### config.mk
export PLATFORM = sky130hd
export DESIGN_NAME = stack_alu_ext
export DESIGN_NICKNAME = d
export VERILOG_FILES = /design/src/rtl/stack_alu_ext.sv
export SDC_FILE = /design/constraint.sdc
export NUM_CORES = 1
export LEC_CHECK = 0
export ABC_CLOCK_PERIOD_IN_PS = 8100
export CAP_MARGIN = 5
export CORE_MARGIN = 2
export CORE_UTILIZATION = 59
export CTS_BUF_LIST = sky130_fd_sc_hd__clkbuf_4 sky130_fd_sc_hd__clkbuf_8
export DETAILED_ROUTE_END_ITERATION = 8
export PLACE_DENSITY = 0.76
export SLEW_MARGIN = 20
export SYNTH_ARGS = -nofsm -noshare
export SYNTH_HDL_FRONTEND = slang
export SYNTH_SLANG_ARGS = --single-unit
### constraint.sdc
create_clock -name clk -period 8.1 [get_ports clk]
set_input_delay 1.215 -clock clk [delete_from_list [all_inputs] [get_ports clk]]
set_output_delay 1.215 -clock clk [all_outputs]
set_load 0.1 [all_outputs]
### src/rtl/stack_alu_ext.sv
// Stack-based signed ALU with handshake input, multi-cycle shift-add multiply.
// Optional saturation of ADD/SUB/MUL overflow results: define STACK_ALU_SAT_EN.
module stack_alu_ext #(
   parameter int unsigned N     = 16,
   parameter int unsigned DEPTH = 16
) (
   input  logic                      clk,
   input  logic                      rst_n,
   input  logic                      in_valid,
   output logic                      in_ready,
   input  logic [2:0]                opcode,
   input  logic signed [N-1:0]       in_data,
   output logic                      out_valid,
   output logic signed [N-1:0]       out_data,
   output logic                      ovf,
   output logic                      err,
   output logic [$clog2(DEPTH):0]    level
);

   localparam int unsigned AW = $clog2(DEPTH);
   localparam int unsigned LW = AW + 1;
   localparam int unsigned CW = $clog2(N) + 1;
   localparam int unsigned PW = 2 * N;

   localparam logic [2:0] OP_NOP  = 3'b000;
   localparam logic [2:0] OP_DUP  = 3'b001;
   localparam logic [2:0] OP_SWAP = 3'b010;
   localparam logic [2:0] OP_SUB  = 3'b011;
   localparam logic [2:0] OP_ADD  = 3'b100;
   localparam logic [2:0] OP_MUL  = 3'b101;
   localparam logic [2:0] OP_PUSH = 3'b110;
   localparam logic [2:0] OP_POP  = 3'b111;

   localparam logic [N-1:0] SAT_MAX = {1'b0, {(N-1){1'b1}}};
   localparam logic [N-1:0] SAT_MIN = {1'b1, {(N-1){1'b0}}};

   typedef enum logic [1:0] {
      S_IDLE     = 2'd0,
      S_MUL_RUN  = 2'd1,
      S_MUL_DONE = 2'd2
   } state_t;

   state_t          r_state;
   state_t          w_state_nxt;

   logic [N-1:0]    r_mem [DEPTH];
   logic [LW-1:0]   r_level;
   logic            r_out_valid;
   logic [N-1:0]    r_out_data;
   logic            r_ovf;
   logic            r_err;

   logic [PW-1:0]   r_acc;
   logic [PW-1:0]   r_mcand;
   logic [N-1:0]    r_mplier;
   logic            r_neg;
   logic [CW-1:0]   r_cnt;

   logic [AW-1:0]   w_top_idx;
   logic [AW-1:0]   w_sec_idx;
   logic [AW-1:0]   w_push_idx;
   logic [N-1:0]    w_top;
   logic [N-1:0]    w_sec;
   logic            w_has1;
   logic            w_has2;
   logic            w_full;
   logic            w_accept;
   logic            w_mul_start;

   logic [N:0]      w_sum;
   logic            w_sum_ovf;
   logic [N-1:0]    w_sum_res;

   logic [N-1:0]    w_abs_top;
   logic [N-1:0]    w_abs_sec;
   logic [PW-1:0]   w_prod;
   logic [N:0]      w_prod_hi;
   logic            w_mul_ovf;
   logic [N-1:0]    w_mul_res;

   logic            w_vld_nxt;
   logic [N-1:0]    w_data_nxt;
   logic            w_ovf_nxt;
   logic            w_err_nxt;
   logic [LW-1:0]   w_level_nxt;
   logic            w_we0;
   logic [AW-1:0]   w_wa0;
   logic [N-1:0]    w_wd0;
   logic            w_we1;
   logic [AW-1:0]   w_wa1;
   logic [N-1:0]    w_wd1;

   // Stack addressing: entry level-1 is the top, level-2 the second.
   assign w_top_idx  = AW'(r_level - LW'(1));
   assign w_sec_idx  = AW'(r_level - LW'(2));
   assign w_push_idx = AW'(r_level);
   assign w_top      = r_mem[w_top_idx];
   assign w_sec      = r_mem[w_sec_idx];
   assign w_has1     = (r_level != '0);
   assign w_has2     = (r_level >= LW'(2));
   assign w_full     = (r_level == LW'(DEPTH));

   assign w_accept    = in_valid && (r_state == S_IDLE);
   assign w_mul_start = w_accept && (opcode == OP_MUL) && w_has2;

   // ADD/SUB evaluated one bit wider to expose signed overflow.
   assign w_sum = (opcode == OP_ADD) ? ({w_sec[N-1], w_sec} + {w_top[N-1], w_top})
                                     : ({w_sec[N-1], w_sec} - {w_top[N-1], w_top});
   assign w_sum_ovf = w_sum[N] ^ w_sum[N-1];

   // Multiply runs on magnitudes; sign restored when the product is consumed.
   assign w_abs_top = w_top[N-1] ? (~w_top + N'(1)) : w_top;
   assign w_abs_sec = w_sec[N-1] ? (~w_sec + N'(1)) : w_sec;
   assign w_prod    = r_neg ? (~r_acc + PW'(1)) : r_acc;
   assign w_prod_hi = w_prod[PW-1:N-1];
   assign w_mul_ovf = !((&w_prod_hi) || !(|w_prod_hi));

`ifdef STACK_ALU_SAT_EN
   assign w_sum_res = w_sum_ovf ? (w_sum[N] ? SAT_MIN : SAT_MAX) : w_sum[N-1:0];
   assign w_mul_res = w_mul_ovf ? (w_prod[PW-1] ? SAT_MIN : SAT_MAX) : w_prod[N-1:0];
`else
   assign w_sum_res = w_sum[N-1:0];
   assign w_mul_res = w_prod[N-1:0];
`endif

   // State register
   always_ff @(posedge clk or negedge rst_n) begin
      if (!rst_n) r_state <= S_IDLE;
      else        r_state <= w_state_nxt;
   end

   // Next-state logic
   always_comb begin
      w_state_nxt = r_state;
      case (r_state)
         S_IDLE:     if (w_mul_start) w_state_nxt = S_MUL_RUN;
         S_MUL_RUN:  if (r_cnt == CW'(N - 1)) w_state_nxt = S_MUL_DONE;
         S_MUL_DONE: w_state_nxt = S_IDLE;
         default:    w_state_nxt = S_IDLE;
      endcase
   end

   // Output / datapath decode; errors leave the stack untouched.
   always_comb begin
      in_ready    = (r_state == S_IDLE);
      w_vld_nxt   = 1'b0;
      w_data_nxt  = r_out_data;
      w_ovf_nxt   = r_ovf;
      w_err_nxt   = r_err;
      w_level_nxt = r_level;
      w_we0       = 1'b0;
      w_wa0       = w_top_idx;
      w_wd0       = w_top;
      w_we1       = 1'b0;
      w_wa1       = w_sec_idx;
      w_wd1       = w_sec;
      if (r_state == S_MUL_DONE) begin
         w_vld_nxt   = 1'b1;
         w_data_nxt  = w_mul_res;
         w_ovf_nxt   = w_mul_ovf;
         w_err_nxt   = 1'b0;
         w_we0       = 1'b1;
         w_wa0       = w_sec_idx;
         w_wd0       = w_mul_res;
         w_level_nxt = r_level - LW'(1);
      end else if (w_accept && !w_mul_start) begin
         w_vld_nxt  = 1'b1;
         w_data_nxt = '0;
         w_ovf_nxt  = 1'b0;
         w_err_nxt  = 1'b0;
         case (opcode)
            OP_NOP: ;
            OP_DUP: begin
               if (!w_has1 || w_full) begin
                  w_err_nxt = 1'b1;
               end else begin
                  w_data_nxt  = w_top;
                  w_we0       = 1'b1;
                  w_wa0       = w_push_idx;
                  w_wd0       = w_top;
                  w_level_nxt = r_level + LW'(1);
               end
            end
            OP_SWAP: begin
               if (!w_has2) begin
                  w_err_nxt = 1'b1;
               end else begin
                  w_data_nxt = w_sec;
                  w_we0      = 1'b1;
                  w_wa0      = w_top_idx;
                  w_wd0      = w_sec;
                  w_we1      = 1'b1;
                  w_wa1      = w_sec_idx;
                  w_wd1      = w_top;
               end
            end
            OP_SUB, OP_ADD: begin
               if (!w_has2) begin
                  w_err_nxt = 1'b1;
               end else begin
                  w_data_nxt  = w_sum_res;
                  w_ovf_nxt   = w_sum_ovf;
                  w_we0       = 1'b1;
                  w_wa0       = w_sec_idx;
                  w_wd0       = w_sum_res;
                  w_level_nxt = r_level - LW'(1);
               end
            end
            OP_MUL: w_err_nxt = 1'b1;
            OP_PUSH: begin
               if (w_full) begin
                  w_err_nxt = 1'b1;
               end else begin
                  w_data_nxt  = in_data;
                  w_we0       = 1'b1;
                  w_wa0       = w_push_idx;
                  w_wd0       = in_data;
                  w_level_nxt = r_level + LW'(1);
               end
            end
            OP_POP: begin
               if (!w_has1) begin
                  w_err_nxt = 1'b1;
               end else begin
                  w_data_nxt  = w_top;
                  w_level_nxt = r_level - LW'(1);
               end
            end
            default: ;
         endcase
      end
   end

   // Result and level registers
   always_ff @(posedge clk or negedge rst_n) begin
      if (!rst_n) begin
         r_out_valid <= 1'b0;
         r_out_data  <= '0;
         r_ovf       <= 1'b0;
         r_err       <= 1'b0;
         r_level     <= '0;
      end else begin
         r_out_valid <= w_vld_nxt;
         r_out_data  <= w_data_nxt;
         r_ovf       <= w_ovf_nxt;
         r_err       <= w_err_nxt;
         r_level     <= w_level_nxt;
      end
   end

   // Shift-add multiplier: one multiplier bit per cycle in MUL_RUN
   always_ff @(posedge clk or negedge rst_n) begin
      if (!rst_n) begin
         r_acc    <= '0;
         r_mcand  <= '0;
         r_mplier <= '0;
         r_neg    <= 1'b0;
         r_cnt    <= '0;
      end else if (w_mul_start) begin
         r_acc    <= '0;
         r_mcand  <= {{N{1'b0}}, w_abs_sec};
         r_mplier <= w_abs_top;
         r_neg    <= w_top[N-1] ^ w_sec[N-1];
         r_cnt    <= '0;
      end else if (r_state == S_MUL_RUN) begin
         if (r_mplier[0]) r_acc <= r_acc + r_mcand;
         r_mcand  <= r_mcand << 1;
         r_mplier <= r_mplier >> 1;
         r_cnt    <= r_cnt + CW'(1);
      end
   end

   // Stack storage, not reset
   always_ff @(posedge clk) begin
      if (w_we0) r_mem[w_wa0] <= w_wd0;
      if (w_we1) r_mem[w_wa1] <= w_wd1;
   end

   assign out_valid = r_out_valid;
   assign out_data  = r_out_data;
   assign ovf       = r_ovf;
   assign err       = r_err;
   assign level     = r_level;

endmodule

* Word-level counts from Yosys, hierarchy flattened *
Memory sizes are Yosys's and may differ from the RTL's.
Index checks and enable logic that the tools add are counted.

storage, ports and cells
  register bits = 112
  memory bits (writable) = 256
  input bits = 22
  output and inout bits = 25
  logic and storage cells = 141
  memories kept = 1

operators by class
  add/sub/neg operators = 10
  order comparisons = 1
  eq/ne operators = 17
  muxes and demuxes = 73
  bitwise logic cells = 5
  reduce and logical (&&, ||, !) cells = 23

memories
  memory  depth  width  read ports  clocked after Yosys merged registers in  wr ports  RTL line  source
  r_mem   16     16     2           0                                        2         46        logic [N-1:0] r_mem [DEPTH];

operator list
  kind                                                              count
  16-bit 2-to-1 mux                                                 20
  32-bit 2-to-1 mux                                                 6
  16-bit case mux with 5 select lines                               1
  16-bit case mux with 3 select lines                               1
  5-bit 2-to-1 mux                                                  8
  16-bit by 1-bit adder with 16-bit output (second input constant)  2
  32-bit by 1-bit adder with 32-bit output (second input constant)  1
  32-bit adder                                                      1
  16-bit NOT                                                        2
  32-bit NOT                                                        1
  1-bit 2-to-1 mux                                                  24
  4-bit 2-to-1 mux                                                  5
  5-bit case mux with 4 select lines                                1
  16-bit by 16-bit adder with 17-bit output                         1
  17-bit 2-to-1 mux                                                 1
  17-bit AND reduction                                              1
  17-bit OR reduction                                               1
  16-bit by 16-bit subtractor with 17-bit output                    1
  3-bit == test (second input constant)                             4
  3-bit != test (second input constant)                             4
  4-bit case mux with 3 select lines                                1
  5-bit by 1-bit adder with 5-bit output (second input constant)    2
  5-bit nonzero test                                                2
  3-bit by 2-bit == test with 1-bit output (second input constant)  2
  24 further kinds                                                  36

* Longest topological paths before layout *
Gate-level depths: netlist of the first run.

  word-level depth = 10
  depth in mapped cells = 32
  mapped depth without buffers = 22

* Least setup slack after synthesis of the first run *
Ideal clock, no wire load.

  path kind = register to register
  start = register r_level[1], in the netlist level[1]
  end = memory r_mem[10][15] (data pin)
  setup time = 0.130 ns
  arrival = 7.576 ns
  required time = 7.970 ns
  slack = 0.394 ns
  cell stages (with the launch flop) = 29
  buffers on the path = 7
  period minus slack after synthesis = 7.706 ns
  cells stage by stage = dfrtp_1 -> clkbuf_1 -> clkbuf_1 -> clkbuf_1 -> inv_1 -> ha_1 -> buf_6 -> clkbuf_1 -> buf_1 -> mux4_2 -> mux2_2 -> mux2_2 -> a2111oi_1 -> and4b_1 -> nor2b_1 -> inv_1 -> nor2_1 -> ha_1 -> a21oi_1 -> ha_1 -> inv_1 -> or3_1 -> or3_1 -> o311a_1 -> o21a_1 -> o21ai_0 -> a21o_1 -> clkbuf_1 -> mux2_2

RTL lines
  element                 RTL line  source
  from (decl)             47        logic [LW-1:0] r_level;
  from (signal assigned)  247       r_level <= w_level_nxt;
  to (decl)               46

==> impl_metrics.csv, run 1 <==
group,metric,value,unit
grt,track_usage,36.2,%
synth,syn_inst,2479,
grt,grt_pass1_vias,20060,
sta,grt_setup_unrepaired,"false",
final_layout,area_growth_syn_to_layout,9.27,%
min_path,hp-class,"reg -> reg",
clocking,insertion_delay,0.65,ns
clocking,cts.reportedPaths.clkPinSlew,0.06,ns
sta,fmax,140,MHz
setup_path,critPathArrivalTime,7.62,ns
clocking,hold_buffers,0,
grt,grt_max_degree,70,
floorplan,start_util,59.4,%
routing,dr.pass1.iters,6,
floorplan,io_pins,47,
synth,synth_top_area_share,31.0,%
synth,yosys_warnings,0,
grt,grt_pass1_wl,119,mm
placed_design,io_buffer_count,46,
routing,met3_wirelength,9.59,mm
setup_path,cp-end-kind,"flop",
sta,hold_violations,0,
setup_path,crit_type,"reg -> reg",
synth,ys_top_cells_by_area,"edfxtp_1 (31%), mux4_2 (12%), dfrtp_1 (11%), nand2_1 (8.0%), o21ai_0 (7.3%)",
floorplan,die_h,209,um
setup_path,startpoint_type,"flop",
sta,setup_viol,0,
routing,drc,0,
setup_path,cp_max_fo,31,
synth,ys.flop_type,"edfxtp_1",
synth,synth_edf_count,256,
synth,ys_types,76,
routing,antenna_left,0,
sta,tns,0,ns
routing,routed-via-count,20955,
clocking,postCtsSetupRepairBufs,0,
outcome,status,"complete, no violations",
sta,fin_skew,0.0567,ns
placed_design,hpwl,53.4,mm
synth,yosysTopAreaCell,"edfxtp_1",
clocking,clockBufferDepth,3,
routing,wl_met1,29.5,mm
synth,netlist_area,24800,um2
clocking,htreeDepth,3,
routing,drtIter0Drc,2921,
placed_design,place_congestion,0.957,
clocking,root_buffer,"clkbuf_8",
clocking,cts_resized,0,
sta,min_period,7.14,ns
sta,tightest_slew,1.20,ns
grt,gr-total-overflow,0,
floorplan,die-area,43700,um2
routing,vias_per_cell,6.86,
routing,wl_per_cell,25.8,um
routing,wl,78.9,mm
sta,relSlewSlack,19.9,%
floorplan,die_x,209,um
floorplan,core,41800,um2
routing,dr.max_layer_used,"met4",
clocking,tritoncts,"yes",
clocking,clock_sinks,368,
grt,antenna_found_initial,0,
final_layout,drive_gt1_share,15.7,%
sta,drv_slew,0,
final_layout,nNetsFinal,2553,
synth,avgSynthCellArea,10.0,um2
floorplan,fp-row-count,75,
synth,syn_nets,2567,
clocking,cts_made_buffers,66,
sta,finalCritPeriodShare,88.1,%
setup_path,required,8.58,ns
routing,met2WireLength,35.3,mm
synth,synth_seq_area_share,42.3,%
synth,synth_seq_cells,368,
synth,postSynth.asyncResetShare,30.4,%
flow_run,drv_cap,0,
==> critical path, stage by stage, from the launching register on <==
cell     delay (ns)
dfrtp_4        0.72
inv_1          0.24
ha_2           0.82
buf_4          0.48
mux4_2         0.38
mux4_2         0.63
nor4_1         0.37
nand4_2        0.26
nand2_1        0.15
xnor2_1        0.09
ha_1           0.39
a21oi_1        0.17
o21ai_0        0.09
a21oi_1        0.21
a21oi_1        0.13
or3_1          0.38
o311a_1        0.21
o21a_1         0.21
o21ai_0        0.14
a21o_1         0.58
mux2_2         0.29
==> logic make-up after synthesis <==
logic type      Yosys count  share of synthesized area [%]
flops                   368                           42.3
simple gates            819                           14.1
buf+inv                 230                           3.98
fa+ha+maj                66                           3.39
mux                     221                           16.7
compound gates          661                           15.5
xor+xnor                114                           4.02
==> placed cells by master, fill, tap and decap left out, types with 23 or more instances in the layout <==
cell / netlist / routed
xnor2_1: 62 / 61
nor3_1: 24 / 23
edfxtp_1: 256 / 256
mux2i_1: 50 / 48
nand3_1: 32 / 32
clkdlybuf4s50_1: 0 / 45
xor2_1: 52 / 50
o21ai_0: 363 / 347
a21oi_1: 99 / 97
clkbuf_4: 1 / 25
inv_1: 32 / 32
a21o_1: 26 / 26
nand2_1: 532 / 532
buf_4: 9 / 70
nand2b_1: 25 / 24
clkbuf_8: 0 / 75
ha_1: 64 / 63
o22ai_1: 32 / 31
nor2_1: 105 / 104
dfrtp_1: 112 / 110
mux4_2: 137 / 137
==> cell usage after synthesis (8+ instances only) <==
library cell	count
buf_6	9
nor4_1	10
clkbuf_1	157
a21boi_0	8
nor2_1	105
nand3_1	32
inv_1	32
o21ai_0	363
a21o_1	26
nor2b_1	17
edfxtp_1	256
a21oi_1	99
a31oi_1	14
nand2_1	532
nand2b_1	25
o21a_1	10
mux2i_1	50
o21ai_1	10
mux4_1	11
a222oi_1	9
nor3_1	24
and2_1	20
a211oi_1	16
o31ai_1	13
ha_1	64
xor2_1	52
buf_4	9
mux4_2	137
dfrtp_1	112
xnor2_1	62
buf_2	15
mux2_2	22
and3_1	11
o22ai_1	32
==> sequential cells by signal, indices dropped and copies added (netlist names) <==
| signal | flops |
|---|---|
| r_neg | 1 |
| r_mplier | 16 |
| r_mem | 256 |
| r_acc | 32 |
| r_mcand | 32 |
| r_state | 2 |
| level | 5 |
| err | 1 |
| out_valid | 1 |
| out_data | 16 |
| r_cnt | 5 |
| ovf | 1 |
==> stage by stage <==
stage	worst slack, ns	hold WS, ns	util (%)	area (um2)	instances
finish	0.963	0.497	64.9	27100	3056
global placement	1.20	0.477	61.6	25700	2935
CTS	0.858	0.505	64.8	27100	3054
detailed placement	0.934	0.491	61.6	25700	2935
global route	0.659	0.534	64.9	27100	3055
floorplan	0.394	0.459	-	24800	2479
==> metal layers <==
layer	track usage (%)	up-vias
li1	-	9143
met1	47.7	10061
met2	55.3	1449
met3	8.97	302
met4	20.1	0
met5	0	-
==> final timing paths <==
path	start	to	slack [ns]	cells past startpoint
max	level[0]	r_mem[4][15]	0.96	20
max reg2reg	level[0]	r_mem[4][15]	0.96	20
min in group asynchronous	rst_n	out_data[6]	0.57	1
min reg2reg	out_data[9]	out_data[9]	0.50	2
min	out_data[9]	out_data[9]	0.50	2
max in group asynchronous	rst_n	r_mcand[18]	6.11	2
==> area by class of cell <==
type | instances | area, um2
Sequential cell | 368 | 10500
Clock buffer | 100 | 1220
Multi-Input combinational cell | 1881 | 13500
Tap cell | 539 | 674
Inverter | 32 | 120
Fill cell | 3204 | 14600
Timing Repair Buffer | 116 | 991
Clock inverter | 19 | 101
Antenna cell | 1 | 2.50
Power of run 1 is not shown: default switching activity piles up to over one toggle a cycle in this logic, so the estimate is an artifact.
==> run 2: changes to the inputs <==
Settings changed: MAX_ROUTING_LAYER set to met4.
==> run 2 against run 1 <==
Cell count decreased by 0.16%. Register-to-register slack improved by 0.47 ns. Non-clock buffer count shrank 4. Sequential cell count did not move. Core utilization barely moved. Critical path type unchanged. Fmax rose by 7.1%.
==> impl_metrics.csv, run 2 (synthesized netlist as in run 1, its figures left out) <==
group,metric,value,unit
outcome,status,"complete, no violations",
sta,grt_setup_unrepaired,"false",
final_layout,seqCellArea,10500,um2
sta,min_period,6.67,ns
routing,dr.pass1.iters,7,
routing,routed-via-count,20682,
grt,antenna_found_initial,2,
clocking,insertion_delay,0.67,ns
setup_path,crit_type,"reg -> reg",
setup_path,cp-end-kind,"flop",
sta,fin_skew,0.0399,ns
setup_path,path_buf_inv,3,
clocking,cts_made_buffers,67,
clocking,tritoncts,"yes",
routing,wl_per_cell,25.7,um
clocking,clock_sinks,368,
min_path,min_from,"out_data[8]",
setup_path,worstPathCellList,"buf_12, buf_4, mux4_4, mux4_2, or4_4, or2_4, nor2_1, ha_1, a21oi_1, ha_1, inv_1, or3_1, or3_1, o311a_1, o21a_1, o21ai_0, a21o_1, mux2_2",
final_layout,antennaDiodeCount,0,
final_layout,area_growth_syn_to_layout,9.28,%
setup_path,startpoint_type,"flop",
floorplan,fp-row-count,75,
routing,vias_per_cell,6.78,
grt,gr-total-overflow,0,
setup_path,required,8.64,ns
sta,hold_slack,0.495,ns
min_path,hp-class,"reg -> reg",
grt,track_usage,37.6,%
sta,relSlewSlack,20.8,%
setup_path,critPathArrivalTime,7.21,ns
grt,grt_pass1_vias,19978,
final_layout,largest-register,"r_mem",
setup_path,rr_worst_depth,18,
grt,grt_max_degree,103,
grt,grt_pass1_wl,120,mm
sta,drv_slew,0,
final_layout,largestRegisters,"r_mem (256), r_acc (32), r_mcand (32)",
clocking,postCtsSetupRepairBufs,0,
final_layout,multiInputGateArea,13500,um2
clocking,htreeDepth,3,
setup_path,cp_slowest_cell,"buf_4",
placed_design,place_congestion,1.01,
flow_run,drv_cap,0,
routing,antenna_left,0,
setup_path,r2r_slack,1.43,ns
floorplan,io_pins,47,
placed_design,place_inst,2932,
floorplan,die_x,209,um
setup_path,cp_max_fo,98,
final_layout,final_common_cell,"nand2_1",
setup_path,critPathMaxStageDelay,0.76,ns
placed_design,hpwl,53.0,mm
final_layout,nNetsFinal,2550,
min_path,whs_endpoint,"out_data[8]",
clocking,cts_resized,0,
final_layout,layout_common_cells,"nand2_1 (532), o21ai_0 (347), edfxtp_1 (256), mux4_2 (137), dfrtp_1 (110)",
sta,hold_violations,0,
setup_path,r2r-end,"r_mem[7][15]",
min_path,holdPathStages,1,
routing,wl,78.5,mm
sta,setup_viol,0,
sta,finalCritPeriodShare,82.3,%
final_layout,fin_cells,3051,
setup_path,path_delay_family,"simple AND/OR/NAND/NOR gates",
clocking,cts.reportedPaths.clkPinSlew,0.07,ns
final_layout,fill_cells,3323,
final_layout,largest_register_ffs,256,
final_layout,fin_util,64.9,%
routing,drc,0,
routing,drtIter0Drc,2977,
floorplan,die-area,43700,um2
clocking,root_buffer,"clkbuf_8",
sta,tns,0,ns
floorplan,core,41800,um2
clocking,clockBufferDepth,3,
sta,tightest_slew,1.19,ns
sta,fmax,150,MHz
clocking,hold_buffers,0,
floorplan,start_util,59.4,%
placed_design,io_buffer_count,46,
setup_path,r2r_start,"level[0]",
final_layout,drive_gt1_share,15.4,%
floorplan,die_h,209,um
setup_path,path_depth,18,
==> run 2: changes by cell type in the layout (fill, tap and decap cells not counted), moves of 2 or more <==
cell	change
buf_12	+2
and2_1	+3
buf_4	-5
clkbuf_8	-3
bufinv_16	+2
and2_2	-3
==> run 2: metrics by stage <==
step | setup WS, ns | cell area, um2
2_1_floorplan | 0.394 | 24800
5_1_grt | 0.803 | 27100
3_5_place_dp | 1.27 | 25700
4_1_cts | 1.26 | 27100
6_report | 1.43 | 27100
3_3_place_gp | 1.36 | 25700
==> run 2: how the worst max path moves through the flow <==
stage | startpoint | to | slack [ns]
6_report | level[0] | r_mem[7][15] | 1.43
5_1_grt | level[0] | r_mem[15][15] | 0.80
4_1_cts | level[0] | r_mem[7][15] | 1.26
3_5_place_dp | level[0] | r_mem[7][15] | 1.27
3_3_place_gp | level[0] | r_mem[8][15] | 1.36
2_1_floorplan | level[1] | r_mem[10][15] | 0.39
==> run 2: per-layer routing <==
| layer | global-route usage, % | vias up | share of wire [%] |
|---|---|---|---|
| met2 | 56.1 | 1345 | 45 |
| met4 | 19.9 | 0 | 5.7 |
| met5 | - | - | 0 |
| li1 | - | 9147 | - |
| met1 | 48.3 | 9897 | 38 |
| met3 | 8.57 | 293 | 11 |
==> run 2: area by class of cell <==
class                   instances  share of cell area, %
clock buffers                  98                   4.37
clock inverters                21                  0.595
inverters                      32                  0.443
multi-input cells            1881                   49.8
flip-flops and latches        368                   38.7
well taps                     539                   2.49
repair buffers                112                   3.61
Power of run 2 is left out for the same reason.
